===== src/rtl/rotary_stick_encoder_if.sv =====
// Control inputs and encoded position outputs for one rotary-stick player.
interface rotary_stick_encoder_if;
    logic        mode_joy;
    logic        rot_cw;
    logic        rot_ccw;
    logic [3:0]  joy_dir;
    logic [3:0]  pos;
    logic [15:0] TRACKBALL;
    logic        moving;

    modport master (
        output mode_joy, rot_cw, rot_ccw, joy_dir,
        input  pos, TRACKBALL, moving
    );

    modport slave (
        input  mode_joy, rot_cw, rot_ccw, joy_dir,
        output pos, TRACKBALL, moving
    );
endinterface


===== src/rtl/rotary_stick_encoder.sv =====
// 12-position rotary joystick encoder, frame-ticked on VBL rising edge.
// Define ROTARY_GRAY_EN to emit Gray-coded TRACKBALL[3:0] instead of binary.
module rotary_stick_encoder #(
    parameter int unsigned REPEAT_DELAY = 12,
    parameter int unsigned REPEAT_RATE  = 4,
    parameter int unsigned SEEK_RATE    = 3,
    parameter int unsigned RESET_POS    = 0
) (
    input  logic                   clk,
    input  logic                   RESETn,
    input  logic                   VBL,
    rotary_stick_encoder_if.slave  bus
);

    typedef enum logic [1:0] {IDLE, HOLD, REPEAT, SEEK} state_t;

    function automatic logic [3:0] encode(input logic [3:0] p);
`ifdef ROTARY_GRAY_EN
        return p ^ (p >> 1);
`else
        return p;
`endif
    endfunction

    state_t      state;
    logic        vbl_d;
    logic        mode_q;
    logic        dir_cw;
    logic [5:0]  cnt;
    logic [3:0]  pos_q;
    logic [15:0] trackball_q;
    logic        moving_q;

    logic        tick;
    logic        cw_only;
    logic        ccw_only;
    logic        same_dir;
    logic [3:0]  target;
    logic        target_valid;
    logic [4:0]  cw_dist;
    logic        seek_cw;
    logic        adv_cw;
    logic [3:0]  pos_adv;

    always_comb begin
        tick     = VBL & ~vbl_d;
        cw_only  = bus.rot_cw & ~bus.rot_ccw;
        ccw_only = bus.rot_ccw & ~bus.rot_cw;
        same_dir = (cw_only & dir_cw) | (ccw_only & ~dir_cw);

        target       = '0;
        target_valid = 1'b1;
        case (bus.joy_dir)
            4'b1000: target = 4'd0;
            4'b1001: target = 4'd2;
            4'b0001: target = 4'd3;
            4'b0101: target = 4'd5;
            4'b0100: target = 4'd6;
            4'b0110: target = 4'd8;
            4'b0010: target = 4'd9;
            4'b1010: target = 4'd11;
            default: target_valid = 1'b0;
        endcase

        // Clockwise distance modulo 12; a tie at 6 resolves clockwise.
        cw_dist = {1'b0, target} + 5'd12 - {1'b0, pos_q};
        if (cw_dist >= 5'd12)
            cw_dist = cw_dist - 5'd12;
        seek_cw = (cw_dist <= 5'd6);

        adv_cw = bus.mode_joy ? seek_cw : cw_only;
        if (adv_cw)
            pos_adv = (pos_q == 4'd11) ? 4'd0 : pos_q + 4'd1;
        else
            pos_adv = (pos_q == 4'd0) ? 4'd11 : pos_q - 4'd1;
    end

    always_ff @(posedge clk or negedge RESETn) begin
        if (!RESETn) begin
            state       <= IDLE;
            vbl_d       <= 1'b0;
            mode_q      <= 1'b0;
            dir_cw      <= 1'b0;
            cnt         <= '0;
            pos_q       <= 4'(RESET_POS);
            trackball_q <= {12'h000, encode(4'(RESET_POS))};
            moving_q    <= 1'b0;
        end else begin
            vbl_d <= VBL;
            if (tick) begin
                if (bus.mode_joy != mode_q) begin
                    mode_q   <= bus.mode_joy;
                    state    <= IDLE;
                    cnt      <= '0;
                    moving_q <= 1'b0;
                end else if (!bus.mode_joy) begin
                    case (state)
                        IDLE: begin
                            if (cw_only | ccw_only) begin
                                pos_q       <= pos_adv;
                                trackball_q <= {12'h000, encode(pos_adv)};
                                dir_cw      <= cw_only;
                                cnt         <= 6'(REPEAT_DELAY);
                                state       <= HOLD;
                                moving_q    <= 1'b1;
                            end
                        end
                        HOLD, REPEAT: begin
                            if (!same_dir) begin
                                state    <= IDLE;
                                cnt      <= '0;
                                moving_q <= 1'b0;
                            end else if (cnt <= 6'd1) begin
                                pos_q       <= pos_adv;
                                trackball_q <= {12'h000, encode(pos_adv)};
                                cnt         <= 6'(REPEAT_RATE);
                                state       <= REPEAT;
                            end else begin
                                cnt <= cnt - 6'd1;
                            end
                        end
                        default: begin
                            state    <= IDLE;
                            cnt      <= '0;
                            moving_q <= 1'b0;
                        end
                    endcase
                end else begin
                    // A fresh seek steps immediately; an ongoing one keeps its rate count.
                    if (!target_valid || target == pos_q) begin
                        state    <= IDLE;
                        cnt      <= '0;
                        moving_q <= 1'b0;
                    end else if (state != SEEK || cnt <= 6'd1) begin
                        pos_q       <= pos_adv;
                        trackball_q <= {12'h000, encode(pos_adv)};
                        if (pos_adv == target) begin
                            state    <= IDLE;
                            cnt      <= '0;
                            moving_q <= 1'b0;
                        end else begin
                            state    <= SEEK;
                            cnt      <= 6'(SEEK_RATE);
                            moving_q <= 1'b1;
                        end
                    end else begin
                        cnt <= cnt - 6'd1;
                    end
                end
            end
        end
    end

    assign bus.pos       = pos_q;
    assign bus.TRACKBALL = trackball_q;
    assign bus.moving    = moving_q;

endmodule


===== src/flat_wrapper.sv =====
// flat-port wrapper written by rule: the top's interface ports become plain ports
module rotary_stick_encoder_flat 
#(
    parameter int unsigned REPEAT_DELAY = 12,
    parameter int unsigned REPEAT_RATE  = 4,
    parameter int unsigned SEEK_RATE    = 3,
    parameter int unsigned RESET_POS    = 0
)
  (clk, RESETn, VBL, bus_mode_joy, bus_rot_cw, bus_rot_ccw, bus_joy_dir, bus_pos, bus_TRACKBALL, bus_moving);
  rotary_stick_encoder_if bus_i ();
  input  logic clk;
  input  logic RESETn;
  input  logic VBL;
  input wire logic [$bits(bus_i.mode_joy)-1:0] bus_mode_joy;
  input wire logic [$bits(bus_i.rot_cw)-1:0] bus_rot_cw;
  input wire logic [$bits(bus_i.rot_ccw)-1:0] bus_rot_ccw;
  input wire logic [$bits(bus_i.joy_dir)-1:0] bus_joy_dir;
  output wire logic [$bits(bus_i.pos)-1:0] bus_pos;
  output wire logic [$bits(bus_i.TRACKBALL)-1:0] bus_TRACKBALL;
  output wire logic [$bits(bus_i.moving)-1:0] bus_moving;
  assign bus_i.mode_joy = bus_mode_joy;
  assign bus_i.rot_cw = bus_rot_cw;
  assign bus_i.rot_ccw = bus_rot_ccw;
  assign bus_i.joy_dir = bus_joy_dir;
  assign bus_pos = bus_i.pos;
  assign bus_TRACKBALL = bus_i.TRACKBALL;
  assign bus_moving = bus_i.moving;
  rotary_stick_encoder #(.REPEAT_DELAY(REPEAT_DELAY), .REPEAT_RATE(REPEAT_RATE), .SEEK_RATE(SEEK_RATE), .RESET_POS(RESET_POS)) u_core (.clk(clk), .RESETn(RESETn), .VBL(VBL), .bus(bus_i));
endmodule

===== config.mk =====
export PLATFORM = sky130hd
export DESIGN_NAME = rotary_stick_encoder_flat
export DESIGN_NICKNAME = d
export VERILOG_FILES = /design/src/rtl/rotary_stick_encoder_if.sv /design/src/rtl/rotary_stick_encoder.sv /design/src/flat_wrapper.sv
export SDC_FILE = /design/constraint.sdc
export NUM_CORES = 1
export LEC_CHECK = 0
export CORE_AREA = 5 5 71 73
export DETAILED_ROUTE_END_ITERATION = 8
export DIE_AREA = 0 0 76 78
export HOLD_SLACK_MARGIN = 0.05
export PLACE_DENSITY = 0.72
export SLEW_MARGIN = 20
export SYNTH_ARGS = -nofsm -noshare
export SYNTH_HDL_FRONTEND = slang
export SYNTH_SLANG_ARGS = --single-unit

===== constraint.sdc =====
create_clock -name clk -period 3.2 [get_ports clk]
set_input_delay 0.64 -clock clk [delete_from_list [all_inputs] [get_ports clk]]
set_output_delay 0.64 -clock clk [all_outputs]
set_load 0.01 [all_outputs]

# Word level (Yosys, flattened, before mapping)
# Cells that the tools add are included.
word_totals:
  register_bits: 32
  inputBits: 10
  out_inout_bits: 21
  word_cells: 115
classes:
  add_sub_neg: 6
  n_lt_le_gt_ge: 3
  n_eq_ne: 24
  muxes: 47
  bitwise: 13
  n_reduce_logical: 14
op_table:
  columns: ["operator", "n"]
  rows:
  - ["$mux 16", 6]
  - ["$mux 6", 7]
  - ["$mux 4", 9]
  - ["$pmux 16 s2", 1]
  - ["$pmux 4 s7", 1]
  - ["$mux 2", 9]
  - ["$eq 4x4->1 const B", 4]
  - ["$eq 4x3->1 const B", 3]
  - ["$pmux 6 s2", 1]
  - ["$mux 1", 9]
  - ["$ne 3x2->1 const B", 3]
  - ["$eq 4x4->1", 2]
  - ["$pmux 4 s2", 1]
  - ["$reduce_and 4->1", 2]
  - ["$reduce_and 8->1", 1]
  - ["$reduce_or 8->1", 1]
  - ["$le 6x1->1 const B", 1]
  - ["$not 1->1", 6]
  - ["$sub 6x1->6 const B", 1]
  - ["$add 4x4->5 const B", 1]
  - ["$and 1x1->1", 5]
  - ["$ge 5x4->1 const B", 1]
  - ["$le 5x3->1 const B", 1]
  - ["$mux 5", 1]
  - ["26 further kinds", 30]

# Logic depth before layout (Yosys ltp)
logic_depth:
  ltp_word: 15
  depth_mapped: 17
  mapped_depth_nobuf: 15

# Least setup slack after synthesis
# Ideal clock, no wire load.
synth_path:
  path_type: "input -> register"
  startpoint: "input bus_joy_dir[0]"
  endpoint: "register u_core.moving_q, in the netlist u_core.bus.moving"
  t_arrival_ps: 3940
  required_time_ps: 3060
  path_slack_ps: -880
  cell_stages: 15
  path_buffers: 2
  cell_sequence: "buf_2 -> nor4b_1 -> a211o_1 -> ha_1 -> ha_1 -> fa_1 -> xor2_1 -> ha_1 -> o211ai_1 -> and3_1 -> buf_2 -> a21o_1 -> o2111ai_1 -> nor4b_2 -> o211ai_1"
synth_via:
  elab_chain_cells: 15
  elab_cells_between_ends: 30
  classes_between: "add/sub: 3; order compare: 2; eq/ne: 11; mux: 10; reduce/logical: 4"
synth_rtl:
  columns: ["element", "line_no", "source"]
  rows:
  - ["start: declaration", "flat_wrapper.sv:17", "input wire logic [$bits(bus_i.joy_dir)-1:0] bus_joy_dir;"]
  - ["$eq 4x4->1 (tied with other cells)", "rotary_stick_encoder.sv:53", "case (bus.joy_dir)"]
  - ["$pmux 4 s7", "rotary_stick_encoder.sv:53", null]
  - ["$add 4x4->5", "rotary_stick_encoder.sv:66", "cw_dist = {1'b0, target} + 5'd12 - {1'b0, pos_q};"]
  - ["$sub 5x4->5", "rotary_stick_encoder.sv:66", null]
  - ["$sub 5x4->5 or $ge 5x4->1 (tied branches)", "rotary_stick_encoder.sv:68, rotary_stick_encoder.sv:67", null]
  - ["$mux 5", "rotary_stick_encoder.sv:67", "if (cw_dist >= 5'd12)"]
  - ["$le 5x3->1", "rotary_stick_encoder.sv:69", "seek_cw = (cw_dist <= 5'd6);"]
  - ["$mux 1", "rotary_stick_encoder.sv:71", "adv_cw = bus.mode_joy ? seek_cw : cw_only;"]
  - ["$mux 4", "rotary_stick_encoder.sv:72", "if (adv_cw)"]
  - ["$eq 4x4->1", "rotary_stick_encoder.sv:137", "if (pos_adv == target) begin"]
  - ["$mux 1", "rotary_stick_encoder.sv:137", null]
  - ["$mux 1", "rotary_stick_encoder.sv:134", "end else if (state != SEEK || cnt <= 6'd1) begin"]
  - ["$mux 1", "rotary_stick_encoder.sv:130", "if (!target_valid || target == pos_q) begin"]
  - ["$mux 1", "rotary_stick_encoder.sv:96", "end else if (!bus.mode_joy) begin"]
  - ["$mux 1", "rotary_stick_encoder.sv:91", "if (bus.mode_joy != mode_q) begin"]
  - ["end signal: assignment", "rotary_stick_encoder.sv:95", "moving_q <= 1'b0;"]
  - ["end signal: assignment", "rotary_stick_encoder.sv:133", "moving_q <= 1'b0;"]
  - ["end signal: assignment", "rotary_stick_encoder.sv:140", "moving_q <= 1'b0;"]
  - ["end: declaration", "rotary_stick_encoder.sv:32", "logic moving_q;"]
# Parallel ways exist; a longest one is shown, timed or not. The select of a mux whose other input is x is not followed.
# A chain may end at the register's enable or synchronous reset.

# Worst setup path in the final report
# Ends and elaborated chain as after synthesis.

==> summary.md <==
| Metric | Value |
|---|---|
| CTS Buf Count | 3 |
| Synth area leaders | dfrtp_1 (19%), ha_1 (11%), buf_4 (6.1%) |
| Crit Path Category | primary input to flop |
| Max-capacitance violation count | 0 |
| Layout cells sized above 1 | 27.33% |
| Final Hold Fails | 0 |
| First-pass GRT wire length | 9.018 mm |
| Hold Crit Start | u_core.mode_q$_DFFE_PN0P_ |
| Worst Reg-to-Reg Cells | 13 |
| Vias in the first global route | 1,947 |
| Slowest cell delay on critical path | 0.58 ns |
| Max Fanout on Critical Path | 4 |
| Critical Path End Type | flop |
| Max Transition Viols Final | 0 |
| Post-Synthesis Cells | 273 |
| Worst hold margin | 0.4912 ns |
| Metal-1 WL | 2.498 mm |
| Die Ht | 78 um |
| Worst min-delay path category | flop to flop |
| Critical path, cell by cell | buf_8 -> nor3b_2 -> a211o_1 -> ha_4 -> ha_4 -> fa_2 -> ha_4 -> o211ai_1 -> buf_4 -> and2_4 -> o41a_1 -> o2111ai_2 -> nor4b_4 -> buf_4 -> o211ai_1 |
| IO buf count | 18 |
| Hold path depth | 2 |
| Slew @ Worst Pin | 0.7618 ns |
| Worst Path Required | 3.33 ns |
| Bufs on Longest Clock Path | 2 |
| Fillers | 375 |
| Failing checks | setup timing |
| Vias per std cell | 5.676 |
| Static Leak | 1.255 nW |
| Buf+Inv Stages, Crit Path | 3 |
| Slew headroom | 49.05% |
| Endpoints failing setup | 9 |
| Clock transition at path regs | 0.07 ns |
| WL/cell | 14.59 um |
| Skew-Pair Late Insertion Delay | 0.25 ns |
| Peak supply drop | 0.4777 mV |
| Final clock skew | 0.003862 ns |
| Area Overhead vs Synth | 34.38% |
| Max Clock Freq | 0.2686 GHz |
| CTS tree | built |
| Total power | 3.010 mW |
| Post-Synthesis Cell Area | 2078 um2 |
| Slowest stage cell, crit path | fa_2 |
| Largest net degree at the start of global routing | 17 |
| Fin crit period | 3.722 ns |
| Number of distinct library cells after synthesis | 61 |
| Vias | 2,123 |
| Sequential share of the synthesized area | 19.27% |
| Startpoint types | primary input |
| Inserted Diodes | 0 |
| Final #Nets | 353 |
| Area of the multi-input gates | 1669 um2 |
| DR DRC count | 0 |
| Number of DRC markers in iteration 0 | 113 |
| Die Area | 5928 um2 |
| CORE AREA | 4294 um2 |
| Syn_area_per_cell | 7.613 um2 |
| CP most frequent cell | ha_4 |
| Area share of the largest cell type after synthesis | 19.27% |
| Starting Density | 48.40% |
| R2R Path End | u_core.bus.moving$_DFFE_PN0P_ |
| Drt total wl | 5.457 mm |
| R2R setup slack | -0.02 ns |
| Synth Register Bits | 16 |
| Fin crit share | 116.3% |
| Arr. time, crit path | 3.85 ns |
| Yosys synthesis warning count | 0 |
| Routed met3 length | 276 um |
| Number of enable flip-flop cells after synthesis | 0 |
| GRT overflow | 0 |
| I/O pin total | 31 |
| Sequential Area | 400.4 um2 |
| Power Density | 1078 nW/um2 |
| Area leader, netlist | dfrtp_1 |
| Clk root buf | clkbuf_8 |
| Top Family by Delay on Critical Path | adder cells |
| Routed Antenna Nets | 0 |
| GRT Overall Usage | 17.85% |
| RSZ-0062 raised after global routing | yes |
| WHS Endpoint | u_core.mode_q$_DFFE_PN0P_ |
| Die width | 76 um |
| Placer Congestion | 0.8513 |
| Metal2 WL | 2.585 mm |
| Run status | finished with violations |
| Post-DP HPWL | 3.995 mm |
| Top Layer Used | met4 |
| Rows | 24 |
| H-tree depth | 1 |
| Reg2reg start | u_core.bus.TRACKBALL[1]$_DFFE_PN0P_ |
| CTS Sinks | 16 |
| DRT Pass-1 Iters | 5 |
| Initial antenna violation count | 0 |
| Final worst-path setup slack | -0.5224 ns |
| Most used DFF post-synth | dfrtp_1 |
| Post-synthesis async set-or-reset flop share | 100.0% |
-- flip-flops by register name, indices dropped and copies added (netlist names) --
| register | count |
|---|---|
| u_core.bus.TRACKBALL | 4 |
| u_core.cnt | 6 |
| u_core.mode_q | 1 |
| u_core.state | 2 |
| u_core.dir_cw | 1 |
| u_core.vbl_d | 1 |
| u_core.bus.moving | 1 |
-- how the worst max path moves through the flow --
stage / from / endpoint / slack, ns / depth (start not counted)
2_1_floorplan: bus_joy_dir[2] / u_core.bus.moving$_DFFE_PN0P_ / -0.76 / 15
3_3_place_gp: bus_joy_dir[1] / u_core.bus.moving$_DFFE_PN0P_ / -1.26 / 15
3_5_place_dp: bus_joy_dir[1] / u_core.state[1]$_DFFE_PN0P_ / -1.39 / 15
4_1_cts: bus_joy_dir[0] / u_core.bus.moving$_DFFE_PN0P_ / -0.50 / 15
5_1_grt: bus_joy_dir[0] / u_core.bus.moving$_DFFE_PN0P_ / -0.67 / 15
6_report: bus_joy_dir[0] / u_core.bus.moving$_DFFE_PN0P_ / -0.52 / 15
-- cell families after synthesis --
kind of cell	after synthesis	share of synthesized area (%)
flops	16	19.27
other cells	1	0.1804
mux	4	2.047
buf+inv	47	11.80
xor+xnor	8	3.372
simple gates	104	27.82
fa+ha+maj	20	12.40
compound gates	73	23.12
-- cell usage in the layout, fill, tap and decap left out, types with 5 or more instances in the layout --
cell type        instances
or3_1                    6
and2_1                   5
nand2_1                 24
o211ai_1                 5
a21oi_1                 15
clkdlybuf4s50_1         14
nand3_1                  8
inv_1                   20
dfrtp_1                 16
o21ai_1                 10
nor2_1                  17
conb_1                  12
buf_6                    8
o21ai_0                  9
buf_4                   37
ha_1                    14
-- what timing repair did --
item                       in CTS  in global routing
pin swaps                      23                  9
gates resized for setup        53                  6
buffers inserted                7                  4
hold buffers                    0                  0
setup endpoints to repair       9                  9
-- stage by stage --
stage	setup slack (ns)	cells	TNS [ns]	utilization, %	area (um2)
2_1_floorplan	-0.7600	284	-5.110	-	2193
3_3_place_gp	-1.259	361	-10.11	58.25	2501
3_5_place_dp	-1.389	361	-11.09	58.25	2501
4_1_cts	-0.4970	370	-3.097	63.43	2724
5_1_grt	-0.6690	374	-4.796	65.04	2793
6_report	-0.5224	374	-3.536	65.04	2793
-- synth_stat cells, types with 2 or more instances --
library cell,n
o21ai_0,19
or4_1,2
o21bai_1,2
a2111oi_0,2
mux2i_1,2
buf_4,17
inv_1,20
clkbuf_1,5
o31ai_1,2
nand2_1,24
a211o_1,3
a21o_1,3
a211oi_1,2
and2_1,6
o2111ai_1,2
o211ai_1,5
nor4b_1,3
ha_1,19
nand3b_1,4
nor3_1,5
mux2_2,2
nand3_1,8
xor2_1,5
a21oi_1,18
nor2b_1,3
or3_1,6
nor3b_1,4
dfrtp_1,16
xnor2_1,3
and3_1,3
nand4_1,3
nor2_1,19
nand2b_1,4
buf_2,4
nor4_1,2
-- area by class of cell --
class,instances,share of cell area (%)
Clock buffer,4,1.971
Inverter,20,2.688
Multi-Input combinational cell,221,59.77
Sequential cell,16,14.34
Tap cell,52,2.330
Timing Repair Buffer,61,18.91
-- power breakdown --
group	internal [mW]	total, mW	switching (mW)
combinational	1.26	2.50	1.24
sequential	0.271	0.327	0.0562
clock	0.109	0.184	0.0751
total	1.64	3.01	1.37
-- worst min-delay path: cells and delay by family (launching register included) --
kind               cells  cell delay (ns)
DFF                    1             0.35
AOI/OAI and AO/OA      1             0.06
and+or+nand+nor        1             0.04
-- per-layer routing --
metal	GRT usage, %	up-vias
met5	0	-
met4	5.872	0
met3	1.852	13
met2	27.91	63
met1	25.60	990
li1	-	1057
No activity file was read; power rests on OpenSTA's default activity.
